File: src/rtl/status_writer_pkg.sv
// Shared definitions for the status writer.
//   state_e          : FSM states (IDLE, REQ, WRITE)
//   STATUS_LEN       : number of ASCII characters written per frame
//   IDX_W            : width of the character index
//   nibble_to_ascii  : 4-bit value to uppercase hex ASCII character
package status_writer_pkg;

  typedef enum logic [1:0] {
    ST_IDLE  = 2'd0,
    ST_REQ   = 2'd1,
    ST_WRITE = 2'd2
  } state_e;

  localparam int STATUS_LEN = 4;
  localparam int IDX_W      = 2;

  // 'A' is 8'h41, so 8'h37 + 10 lands on it.
  function automatic logic [7:0] nibble_to_ascii(input logic [3:0] nib);
    if (nib < 4'd10) begin
      return 8'h30 + {4'h0, nib};
    end else begin
      return 8'h37 + {4'h0, nib};
    end
  endfunction

endpackage

File: src/rtl/status_writer_hex_ascii.sv
// Nibble to ASCII converter (0-9 -> '0'-'9', A-F -> 'A'-'F').
//   nib_i   : 4-bit value
//   ascii_o : 8-bit ASCII character
module hex_ascii
  import status_writer_pkg::*;
(
  input  logic [3:0] nib_i,
  output logic [7:0] ascii_o
);

  assign ascii_o = nibble_to_ascii(nib_i);

endmodule

File: src/rtl/status_writer.sv
// Writes a four-character hex status string (frame number, status byte)
// into an LCD text buffer once per vsync rising edge.
//   clk     : system clock
//   reset   : synchronous active-low reset
//   vsync   : frame sync level from the LCD driver
//   value   : status byte, captured on the vsync edge
//   gnt     : bus grant; a byte is written only in granted cycles
//   req     : bus request (high while a sequence is pending)
//   addr    : write address, BASE_ADDR + character index
//   data    : ASCII write data
//   we      : write strobe
//   busy    : FSM not idle
//   frame   : free-running vsync edge counter
//   overrun : one-cycle pulse for a vsync edge seen while busy
module status_writer
  import status_writer_pkg::*;
#(
  parameter logic [11:0] BASE_ADDR = 12'h400
) (
  input  logic        clk,
  input  logic        reset,
  input  logic        vsync,
  input  logic [7:0]  value,
  input  logic        gnt,
  output logic        req,
  output logic [11:0] addr,
  output logic [7:0]  data,
  output logic        we,
  output logic        busy,
  output logic [7:0]  frame,
  output logic        overrun
);

  state_e             state_q, state_d;
  logic [IDX_W-1:0]   idx_q, idx_d;
  logic [7:0]         frame_q;
  logic [7:0]         fsnap_q;
  logic [7:0]         vsnap_q;
  logic               vsync_q;
  logic               armed_q;
  logic               vs_rise;
  logic               wr_en;
  logic [3:0]         nib;
  logic [7:0]         ascii;

  // armed_q stays low after reset until vsync has been seen low, so a
  // vsync already high at reset release is not mistaken for an edge.
  assign vs_rise = vsync & ~vsync_q & armed_q;

  always_ff @(posedge clk) begin
    if (!reset) begin
      state_q <= ST_IDLE;
      idx_q   <= '0;
      frame_q <= '0;
      fsnap_q <= '0;
      vsnap_q <= '0;
      vsync_q <= 1'b0;
      armed_q <= 1'b0;
    end else begin
      state_q <= state_d;
      idx_q   <= idx_d;
      vsync_q <= vsync;
      if (!vsync) begin
        armed_q <= 1'b1;
      end
      if (vs_rise) begin
        frame_q <= frame_q + 8'd1;
      end
      // Snapshot only when starting a new sequence; edges while busy
      // must not disturb the characters being written.
      if (vs_rise && (state_q == ST_IDLE)) begin
        fsnap_q <= frame_q;
        vsnap_q <= value;
      end
    end
  end

  always_comb begin
    state_d = state_q;
    idx_d   = idx_q;
    wr_en   = 1'b0;
    case (state_q)
      ST_IDLE: begin
        if (vs_rise) begin
          state_d = ST_REQ;
        end
      end
      ST_REQ: begin
        if (gnt) begin
          state_d = ST_WRITE;
          idx_d   = '0;
        end
      end
      ST_WRITE: begin
        // Without a grant the index simply holds: the write stalls.
        if (gnt) begin
          wr_en = 1'b1;
          if (idx_q == IDX_W'(STATUS_LEN - 1)) begin
            state_d = ST_IDLE;
            idx_d   = '0;
          end else begin
            idx_d = idx_q + 1'b1;
          end
        end
      end
      default: begin
        state_d = ST_IDLE;
        idx_d   = '0;
      end
    endcase
  end

  always_comb begin
    nib = 4'h0;
    case (idx_q)
      2'd0:    nib = fsnap_q[7:4];
      2'd1:    nib = fsnap_q[3:0];
      2'd2:    nib = vsnap_q[7:4];
      default: nib = vsnap_q[3:0];
    endcase
  end

  hex_ascii u_hex_ascii (
    .nib_i   (nib),
    .ascii_o (ascii)
  );

  assign busy    = (state_q != ST_IDLE);
  assign req     = busy;
  assign we      = wr_en;
  assign addr    = wr_en ? (BASE_ADDR + {{(12 - IDX_W){1'b0}}, idx_q}) : 12'h000;
  assign data    = wr_en ? ascii : 8'h00;
  assign frame   = frame_q;
  assign overrun = vs_rise & busy;

endmodule

File: config.mk
export PLATFORM = sky130hd
export DESIGN_NAME = status_writer
export DESIGN_NICKNAME = d
export VERILOG_FILES = /design/src/rtl/status_writer_pkg.sv /design/src/rtl/status_writer_hex_ascii.sv /design/src/rtl/status_writer.sv
export SDC_FILE = /design/constraint.sdc
export NUM_CORES = 1
export LEC_CHECK = 0
export CAP_MARGIN = 20
export CORE_ASPECT_RATIO = 1.25
export CORE_MARGIN = 4
export CORE_UTILIZATION = 29
export CTS_CLUSTER_DIAMETER = 80
export DETAILED_ROUTE_END_ITERATION = 12
export GPL_TIMING_DRIVEN = 1
export HOLD_SLACK_MARGIN = 0.06
export MAX_ROUTING_LAYER = met4
export PLACE_DENSITY = 0.51
export SKIP_CTS_REPAIR_TIMING = 1
export SLEW_MARGIN = 20
export SYNTH_ARGS = -nofsm -noshare
export SYNTH_HDL_FRONTEND = slang
export SYNTH_HIERARCHICAL = 1
export SYNTH_SLANG_ARGS = --single-unit
File: constraint.sdc
create_clock -name clk -period 2.1 [get_ports clk]
set_input_delay 0.315 -clock clk [delete_from_list [all_inputs] [get_ports clk]]
set_output_delay 0.315 -clock clk [all_outputs]
set_load 0.005 [all_outputs]
==> results.md <==
* Area delta synth->final at 38.74%
* Cell variety after synth at 37
* CP endpoint kind: output port
* FMAX at 0.3975 GHz
* Clock transition at path regs at 70 ps
* Root Buffer: clkbuf_8
* Min Tclk post-route at about 2500 ps
* Drc violations at 0
* Top FF cell, synth: dfxtp_1
* Peak VDD IR at about 330 uV
* Drt first-iter violations at 74
* Vias in the first global route at 1,430
* Fin crit share at 1.198
* Synth Warn # at 6
* Port Buffers at 33
* Placed insts at between 200 and 300
* Kind of critical path: reg2out
* Critical Path Fanout Max at 4
* H-tree Lvls at 2
* Share of cells above drive strength 1 at 0.2314
* Slew at the pin closest to its max-slew limit at between 500 and 600 ps
* Clock sinks at 30
* Max Buffers Root-to-Sink at 2
* Initial core utilization at 0.2991
* Cts bufs inserted at 5
* Post-Layout Cell Count at ~300
* Yosys reg bits at 30
* Total gr overflow at 0
* Leak Pwr at 0.8417 nW
* Vias per cell at 4.892
* HPWL Detailed at 2802 um
* Die ar. at between 6000 and 7000 sq um
* Clk_lat worst skew at around 280 ps
* Area leader, netlist: dfxtp_1
* DRT Wirelength at slightly above 4000 um
* Place WS at -469.3 ps
* First-pass GRT wire length at roughly 6700 um
* Failing checks: setup timing
* Height of the die at ~92 um
* Status: finished with violations
* Vias at approximately 1,500
* Fillers at 562
* Seq/Total Area, Yosys at 0.3689
* Antenna cells at 0
* RSZ-0062 raised after global routing: yes
* Slew HR at 0.6553
* Post-synth EDFFs at 0
* Initial antenna violation count at 0
* Slew Limit Fails at 0
* Critical path arrival at approximately 2200 ps
* Core area at around 5400 sq um
* Synth Area per Inst at 8.263 sq um
* Netlist Area Pre-Place at approximately 1600 sq um
* Max-cap violation count at 0
* Io pins at 44
* Worst path required time at roughly 1800 ps
* Gr usage total at 0.1255
* Largest net degree at the start of global routing at 30
* Antenna Nets Post-Route at 0
* Fin worst setup slack at -415.7 ps
* # rows at 30
* Clk_skew at 5.179 ps
* CTS tree: yes
* Setup violators final at 7
* Synth top area cells: dfxtp_1 (37%), a21oi_1 (8.6%), buf_4 (6.5%)
* RD Place Congestion at 0.8029
* First-pass detailed-route iteration total at 4
* Die width at roughly 75 um
* Wirelength per Cell at roughly 13 um
* Hold Fails Final Rpt at 0
* Pwr Density at roughly 560 nW/um^2
* Top cell type's share of synthesized area at 0.3689
* Final nets at 259
* Post-synthesis cell count at approximately 200
* Fraction of registers with async set/reset at 0
* Hold WC Path Type: reg2reg
* Startpoint Class: flop
-- per-layer routing --
metal	track usage	routed length [um]
met3	0.03289	229
met2	0.1868	1933
met1	0.1621	1814
met4	0.04451	58
met5	-	0
-- final cells by class --
cell class	count	area, sq um	area share
Clock buffer	7	76.32	0.03379
Clock inverter	1	30.03	0.01330
Inverter	11	46.29	0.02050
Multi-Input combinational cell	141	967.2	0.4283
Sequential cell	30	609.3	0.2698
Tap cell	64	80.08	0.03546
Timing Repair Buffer	52	449.2	0.1989
-- through the flow --
stage / hold slack, ps / setup TNS, ps / area, sq um / total power, mW / utilization
2_1_floorplan: 410.9 / -7.859 / 1673 / 0.6773 / -
3_3_place_gp: 466.4 / -2528 / 2068 / 0.7201 / 0.3800
3_5_place_dp: 467.1 / -2619 / 2068 / 0.7195 / 0.3800
4_1_cts: 476.3 / -4790 / 2175 / 1.290 / 0.3995
5_1_grt: 515.5 / -3146 / 2258 / 1.322 / 0.4149
6_report: 475.9 / -2049 / 2258 / 1.272 / 0.4149
-- final timing paths --
kind | startpoint | endpoint | slack [ps] | cells past startpoint
hold reg to reg | vsnap_q[1] | vsnap_q[1] | 480 | 2
setup / recovery | idx_q[1] | data[2] | -420 | 10
setup reg to reg | frame[0] | frame[4] | 660 | 4
hold / removal | vsnap_q[1] | vsnap_q[1] | 480 | 2
-- Yosys cell counts (2+ instances only) --
master	n
dfxtp_1	30
a21oi_1	28
o21ai_0	19
nand3_1	16
buf_4	14
and2_1	11
inv_1	10
nor2_1	7
clkbuf_1	6
ha_1	6
nand2_1	5
a222oi_1	4
mux2i_1	4
or3_1	3
a2bb2oi_1	2
and3b_1	2
buf_2	2
conb_1	2
nand4_1	2
nor2b_1	2
nor3b_1	2
o21ai_1	2
o31ai_1	2
or4_1	2
xnor2_1	2
-- cells by family (layout without fill, tap and decap cells) --
kind of cell | count (synthesis) | count (layout) | share of synthesized area
adders and majority gates | 7 | 7 | 0.05227
xor gates and xnor gates | 3 | 3 | 0.01614
AOI/OAI and AO/OA | 58 | 58 | 0.1998
muxes | 5 | 5 | 0.03151
buffers and inverters | 34 | 71 | 0.1122
and+or+nand+nor | 58 | 58 | 0.2145
other | 2 | 10 | 0.004614
DFF | 30 | 30 | 0.3689
-- layout by cell type, fill, tap and decap left out, types with 2 or more instances in the layout --
master,netlist,final
conb_1,2,10
o31ai_1,2,2
buf_4,14,18
mux2i_2,0,4
dfxtp_4,0,2
clkbuf_2,0,5
nand2_1,5,5
a222oi_1,4,4
and2_1,11,10
inv_1,10,7
nor2b_1,2,2
a2bb2oi_1,2,2
inv_4,0,2
nand3_1,16,16
nor3b_1,2,2
and3b_1,2,2
or4_1,2,2
xnor2_1,2,2
inv_2,1,2
a21oi_1,28,26
dfxtp_1,30,27
or3_1,3,3
nor2_1,7,7
clkbuf_8,0,5
ha_4,0,4
a21oi_2,0,2
nand4_1,2,2
clkdlybuf4s50_1,0,26
o21ai_1,2,2
clkbuf_1,6,2
o21ai_0,19,18
-- where the power goes --
part | internal [mW] | switching (mW) | leakage [nW] | total [mW]
combinational | 0.0550 | 0.0601 | 0.544 | 0.115
clock | 0.355 | 0.212 | 0.0524 | 0.566
sequential | 0.579 | 0.0116 | 0.245 | 0.591
-- state kept, by name, indices dropped and copies added (netlist names) --
signal	count
idx_q	2
vsnap_q	8
state_q	2
armed_q	1
fsnap_q	8
vsync_q	1
frame	8
-- worst max-delay path: stages, from the launching register on --
cell and delay (ps):
dfxtp_4 370, inv_4 50, ha_4 160, a222oi_1 380
mux2i_2 140, inv_2 100, ha_4 140, nand2_2 50
mux2_4 300, and2_4 130, clkbuf_2 100
Note: power is estimated with default switching activity, not from simulation.
